## src/rtl/cla_subtractor_seq.sv

```systemverilog
// Word-serial subtractor: diff = a - b - bin computed one nibble per clock
// through a single 4-bit carry-lookahead slice using a + ~b + ~bin.
module cla_subtractor_seq #(
  parameter int unsigned WIDTH = 16
) (
  input  logic             clk,
  input  logic             rst,
  input  logic             in_valid,
  output logic             in_ready,
  input  logic [WIDTH-1:0] a,
  input  logic [WIDTH-1:0] b,
  input  logic             bin,
  output logic             out_valid,
  input  logic             out_ready,
  output logic [WIDTH-1:0] diff,
  output logic             bout,
  output logic             zero,
  output logic             ovf
);

  localparam int unsigned N  = WIDTH / 4;
  localparam int unsigned CW = (N > 1) ? $clog2(N) : 1;
  localparam logic [CW-1:0] LAST = CW'(N - 1);

  typedef enum logic [1:0] {IDLE, RUN, DONE} state_t;

  state_t           state;
  logic [WIDTH-1:0] a_r;
  logic [WIDTH-1:0] nb_r;
  logic             carry;
  logic [CW-1:0]    cnt;
  logic             a_sign;
  logic             b_sign;

  logic [3:0]       an, bn, g, p, s;
  logic [4:0]       c;
  logic [WIDTH-1:0] diff_nx;

  always_comb begin
    an = '0;
    bn = '0;
    for (int unsigned i = 0; i < N; i++) begin
      if (cnt == CW'(i)) begin
        an = a_r[4*i +: 4];
        bn = nb_r[4*i +: 4];
      end
    end
    g    = an & bn;
    p    = an ^ bn;
    c[0] = carry;
    c[1] = g[0] | (p[0] & c[0]);
    c[2] = g[1] | (p[1] & g[0]) | (p[1] & p[0] & c[0]);
    c[3] = g[2] | (p[2] & g[1]) | (p[2] & p[1] & g[0]) | (p[2] & p[1] & p[0] & c[0]);
    c[4] = g[3] | (p[3] & g[2]) | (p[3] & p[2] & g[1]) | (p[3] & p[2] & p[1] & g[0])
         | ((&p) & c[0]);
    s    = p ^ c[3:0];
    // Full next-diff word so zero/ovf can be registered on the same edge as the last nibble
    diff_nx = diff;
    for (int unsigned i = 0; i < N; i++) begin
      if (cnt == CW'(i)) diff_nx[4*i +: 4] = s;
    end
  end

  always_ff @(posedge clk) begin
    if (rst) begin
      state     <= IDLE;
      in_ready  <= 1'b1;
      out_valid <= 1'b0;
      diff      <= '0;
      bout      <= 1'b0;
      zero      <= 1'b0;
      ovf       <= 1'b0;
      cnt       <= '0;
      carry     <= 1'b0;
      a_r       <= '0;
      nb_r      <= '0;
      a_sign    <= 1'b0;
      b_sign    <= 1'b0;
    end else begin
      case (state)
        IDLE: begin
          if (in_valid) begin
            a_r      <= a;
            nb_r     <= ~b;
            carry    <= ~bin;
            a_sign   <= a[WIDTH-1];
            b_sign   <= b[WIDTH-1];
            cnt      <= '0;
            in_ready <= 1'b0;
            state    <= RUN;
          end
        end
        RUN: begin
          diff  <= diff_nx;
          carry <= c[4];
          cnt   <= cnt + 1'b1;
          if (cnt == LAST) begin
            cnt       <= '0;
            bout      <= ~c[4];
            zero      <= (diff_nx == '0);
            ovf       <= (a_sign != b_sign) & (diff_nx[WIDTH-1] != a_sign);
            out_valid <= 1'b1;
            state     <= DONE;
          end
        end
        DONE: begin
          if (out_ready) begin
            out_valid <= 1'b0;
            in_ready  <= 1'b1;
            state     <= IDLE;
          end
        end
        default: state <= IDLE;
      endcase
    end
  end

endmodule

```

## config.mk

```make
export PLATFORM = sky130hd
export DESIGN_NAME = cla_subtractor_seq
export DESIGN_NICKNAME = d
export VERILOG_FILES = /design/src/rtl/cla_subtractor_seq.sv
export SDC_FILE = /design/constraint.sdc
export NUM_CORES = 1
export LEC_CHECK = 0
export BUFFER_PORTS_ARGS = -buffer_cell sky130_fd_sc_hd__buf_4
export CAP_MARGIN = 5
export CORE_UTILIZATION = 30
export CTS_CLUSTER_SIZE = 24
export DETAILED_ROUTE_END_ITERATION = 10
export PLACE_DENSITY = 0.5
export SLEW_MARGIN = 30
export SYNTH_ARGS = -nofsm -noshare
export SYNTH_HDL_FRONTEND = slang
export SYNTH_SLANG_ARGS = --single-unit
```

## constraint.sdc

```tcl
create_clock -name clk -period 6.83 [get_ports clk]
set_input_delay 1.366 -clock clk [delete_from_list [all_inputs] [get_ports clk]]
set_output_delay 1.366 -clock clk [all_outputs]
set_load 0.02 [all_outputs]
```

==> results.md <==
* Status: complete, no violations
* Initial DRC Count at 62
* Reg clk slew, reported paths at roughly 0.06 ns
* FF+latch count, synth at 59
* Crit Path Max Fanout at 18
* WS Path Type: flop to flop
* Power Density at roughly 240 nW/um^2
* Async set-reset flop share out of synthesis at 0%
* Chip height at 95.8 um
* Vias in the first global route at approximately 2100
* Largest net degree at the start of global routing at 61
* Fillers at roughly 900
* Worst r2r path cells at 12
* Crit path time final at 3.35 ns
* Number of synthesized flops with an enable pin at 0
* Post-Synthesis Cells at 337
* Hold Path Class: flop to flop
* Slew @ Worst Pin at approximately 0.8 ns
* # DRC at 0
* DR pass1 iterations at 4
* Most frequent cells in the layout: 72 x nand2_1, 61 x a21oi_1, 59 x dfxtp_1, 58 x buf_4, 24 x nor2_1
* Critical Path Stages at 12
* Net Count, Synth at around 380
* Hold Path Depth at 2
* Crit-path cells: ha_1, inv_1, nand3_1, a21oi_1, a21oi_1, o21ai_0, ha_1, a41oi_2, o21ai_2, xor2_2, or3b_1, a311oi_1
* CTS Hold Buffers Added at 0
* CP peak stage delay at 0.58 ns
* Port Buffers at 57
* Detail Route Antenna Nets at 0
* Clock buffer depth at 2
* Clock sink count at 59
* CTS tree: built
* Final Setup Violations at 0
* Slew margin rel. at 45.8%
* Unrepaired setup endpoints after global routing: no
* Initial core utilization at 31.5%
* Post_cts resized at 0
* Smallest hold slack at 0.454 ns
* Slowest CP cell: ha_1
* Crit. End Element: flop
* Worst Path Buf+Inv at 1
* Slew Limit Fails at 0
* Netlist cell types at 36
* Setup TNS at 0 ns
* Met2 wire length at 2750 um
* Clock Skew at between 0.005 and 0.006 ns
* Synth Flop Type: dfxtp_1
* Core Footprint at about 8400 um^2
* CTS H-Tree Depth at 3
* Met3 WL at approximately 420 um
* Arrival @ worst endpoint at around 3.6 ns
* Routed len/inst at 13.4 um
* Crit path launch type: flop
* Met1 WL at 3210 um
* Clk Latency, worst-skew pair at 0.34 ns
* Cell Area, Synth at about 2600 um^2
* Fin. Hold Viols at 0
* Post-Route WL at 6530 um
* GPL Wtd Cong at 0.841
* Grt total ovfl at 0
* Drt via density at 4.91
* Most common cell after layout, fill and taps aside: nand2_1
* Initial antenna violation count at 0
* Layout area overhead at 24.0%
* Total GRT Usage at 15.2%
* Worst path required time at 7.08 ns
* Row cnt at 33
* Width of the die at 95.8 um
* Worst vdd ir at 0.116 mV
* Buffer count from post-CTS setup fixing at 0
* Routed vias at 2395
* Period utilisation layout at 49.0%
* CP top delay family: adder cells
* First-pass GRT wire length at about 10000 um
* Antenna Cells at 0
* Clk root buf: clkbuf_8
* LEAKAGE at 1.29 nW
* Max frequency at about 300 MHz
* Dpl hpwl at 4560 um
* DR top layer: met4
* Max-Cap Viols at 0
* CTS buffer count at 9
* Nets at 426
* I/O pins at 58
* DIE AREA at 9170 um^2
* Synthesized area per cell at approximately 8 um^2
* Layout cells sized above 1 at 20.1%
* Sequential share of the synthesized area at roughly 45%
* Synth Warn # at 0
-- where the power goes --
part	leakage [nW]	switching (mW)	total (mW)	internal [mW]
Sequential	0.483	0.0131	0.377	0.363
Clock	0.0908	0.127	0.272	0.145
Combinational	0.715	0.0733	0.124	0.0508
Total	1.29	0.214	0.773	0.559
-- layer usage --
layer / track usage (%) / vias to the layer above
li1: - / 1255
met1: 20.4 / 1053
met2: 22.2 / 73
met3: 4.74 / 14
met4: 7.09 / 0
met5: 0 / -
-- cell families after synthesis --
group	after synthesis	synth area share, %
flip-flops	59	44.8
AND/OR/NAND/NOR	130	21.3
AO/OA/AOI/OAI	103	23.3
buffers and inverters	33	4.84
adder cells (fa/ha/maj)	9	4.55
XOR/XNOR	3	1.28
-- cells in the mapped netlist, drive strengths merged (3+ instances only) --
| library cell | n | area share (%) |
|---|---|---|
| a21oi | 61 | 12 |
| o21ai | 9 | 1.8 |
| a211oi | 16 | 4.6 |
| nor4 | 3 | 0.71 |
| buf | 8 | 1.3 |
| a311oi | 4 | 1.3 |
| nor2 | 25 | 3.6 |
| dfxtp | 59 | 45 |
| ha | 8 | 3.8 |
| nand2 | 72 | 10 |
| nand3b | 4 | 1.1 |
| a21o | 3 | 0.85 |
| clkbuf | 18 | 2.6 |
| nand3 | 16 | 3.0 |
| inv | 7 | 1.0 |
-- area by class of cell --
type	instances	area (um^2)	area share, %
clock buffers	11	151	4.63
clock inverters	3	15.0	0.459
inverters	7	26.3	0.803
multi-input cells	245	1330	40.7
flip-flops and latches	59	1180	36.1
well taps	105	131	4.01
repair buffers	58	435	13.3
-- worst register-to-register path, stage by stage, from the launching register on --
cell and delay (ns):
dfxtp_1 0.39, ha_1 0.58, inv_1 0.27, nand3_1 0.16, a21oi_1 0.07, a21oi_1 0.14, o21ai_0 0.10, ha_1 0.39
a41oi_2 0.24, o21ai_2 0.10, xor2_2 0.20, or3b_1 0.37, a311oi_1 0.25
-- per-stage QoR --
step / utilization, % / total power [mW] / setup slack, ns / cells / area [um^2]
final: 39.1 / 0.773 / 3.48 / 488 / 3270
after global placement: 37.1 / 0.507 / 3.63 / 474 / 3110
after floorplan: - / 0.464 / 3.98 / 337 / 2640
after CTS: 39.1 / 0.784 / 3.45 / 488 / 3270
after global routing: 39.1 / 0.814 / 3.17 / 488 / 3270
after detailed placement: 37.1 / 0.509 / 3.49 / 474 / 3110
-- final timing paths --
check | to | start | slack [ns]
hold reg to reg | bout | bout | 0.45
setup / recovery | ovf | cnt[0] | 3.48
hold / removal | bout | bout | 0.45
setup reg to reg | ovf | cnt[0] | 3.48
-- flip-flops by register name (all words and copies together) (netlist names) --
register / flops
carry: 1
diff: 16
cnt: 2
b_sign: 1
bout: 1
nb_r: 16
zero: 1
in_ready: 1
out_valid: 1
state: 2
ovf: 1
a_r: 16
No activity file was read; power rests on OpenSTA's default activity.
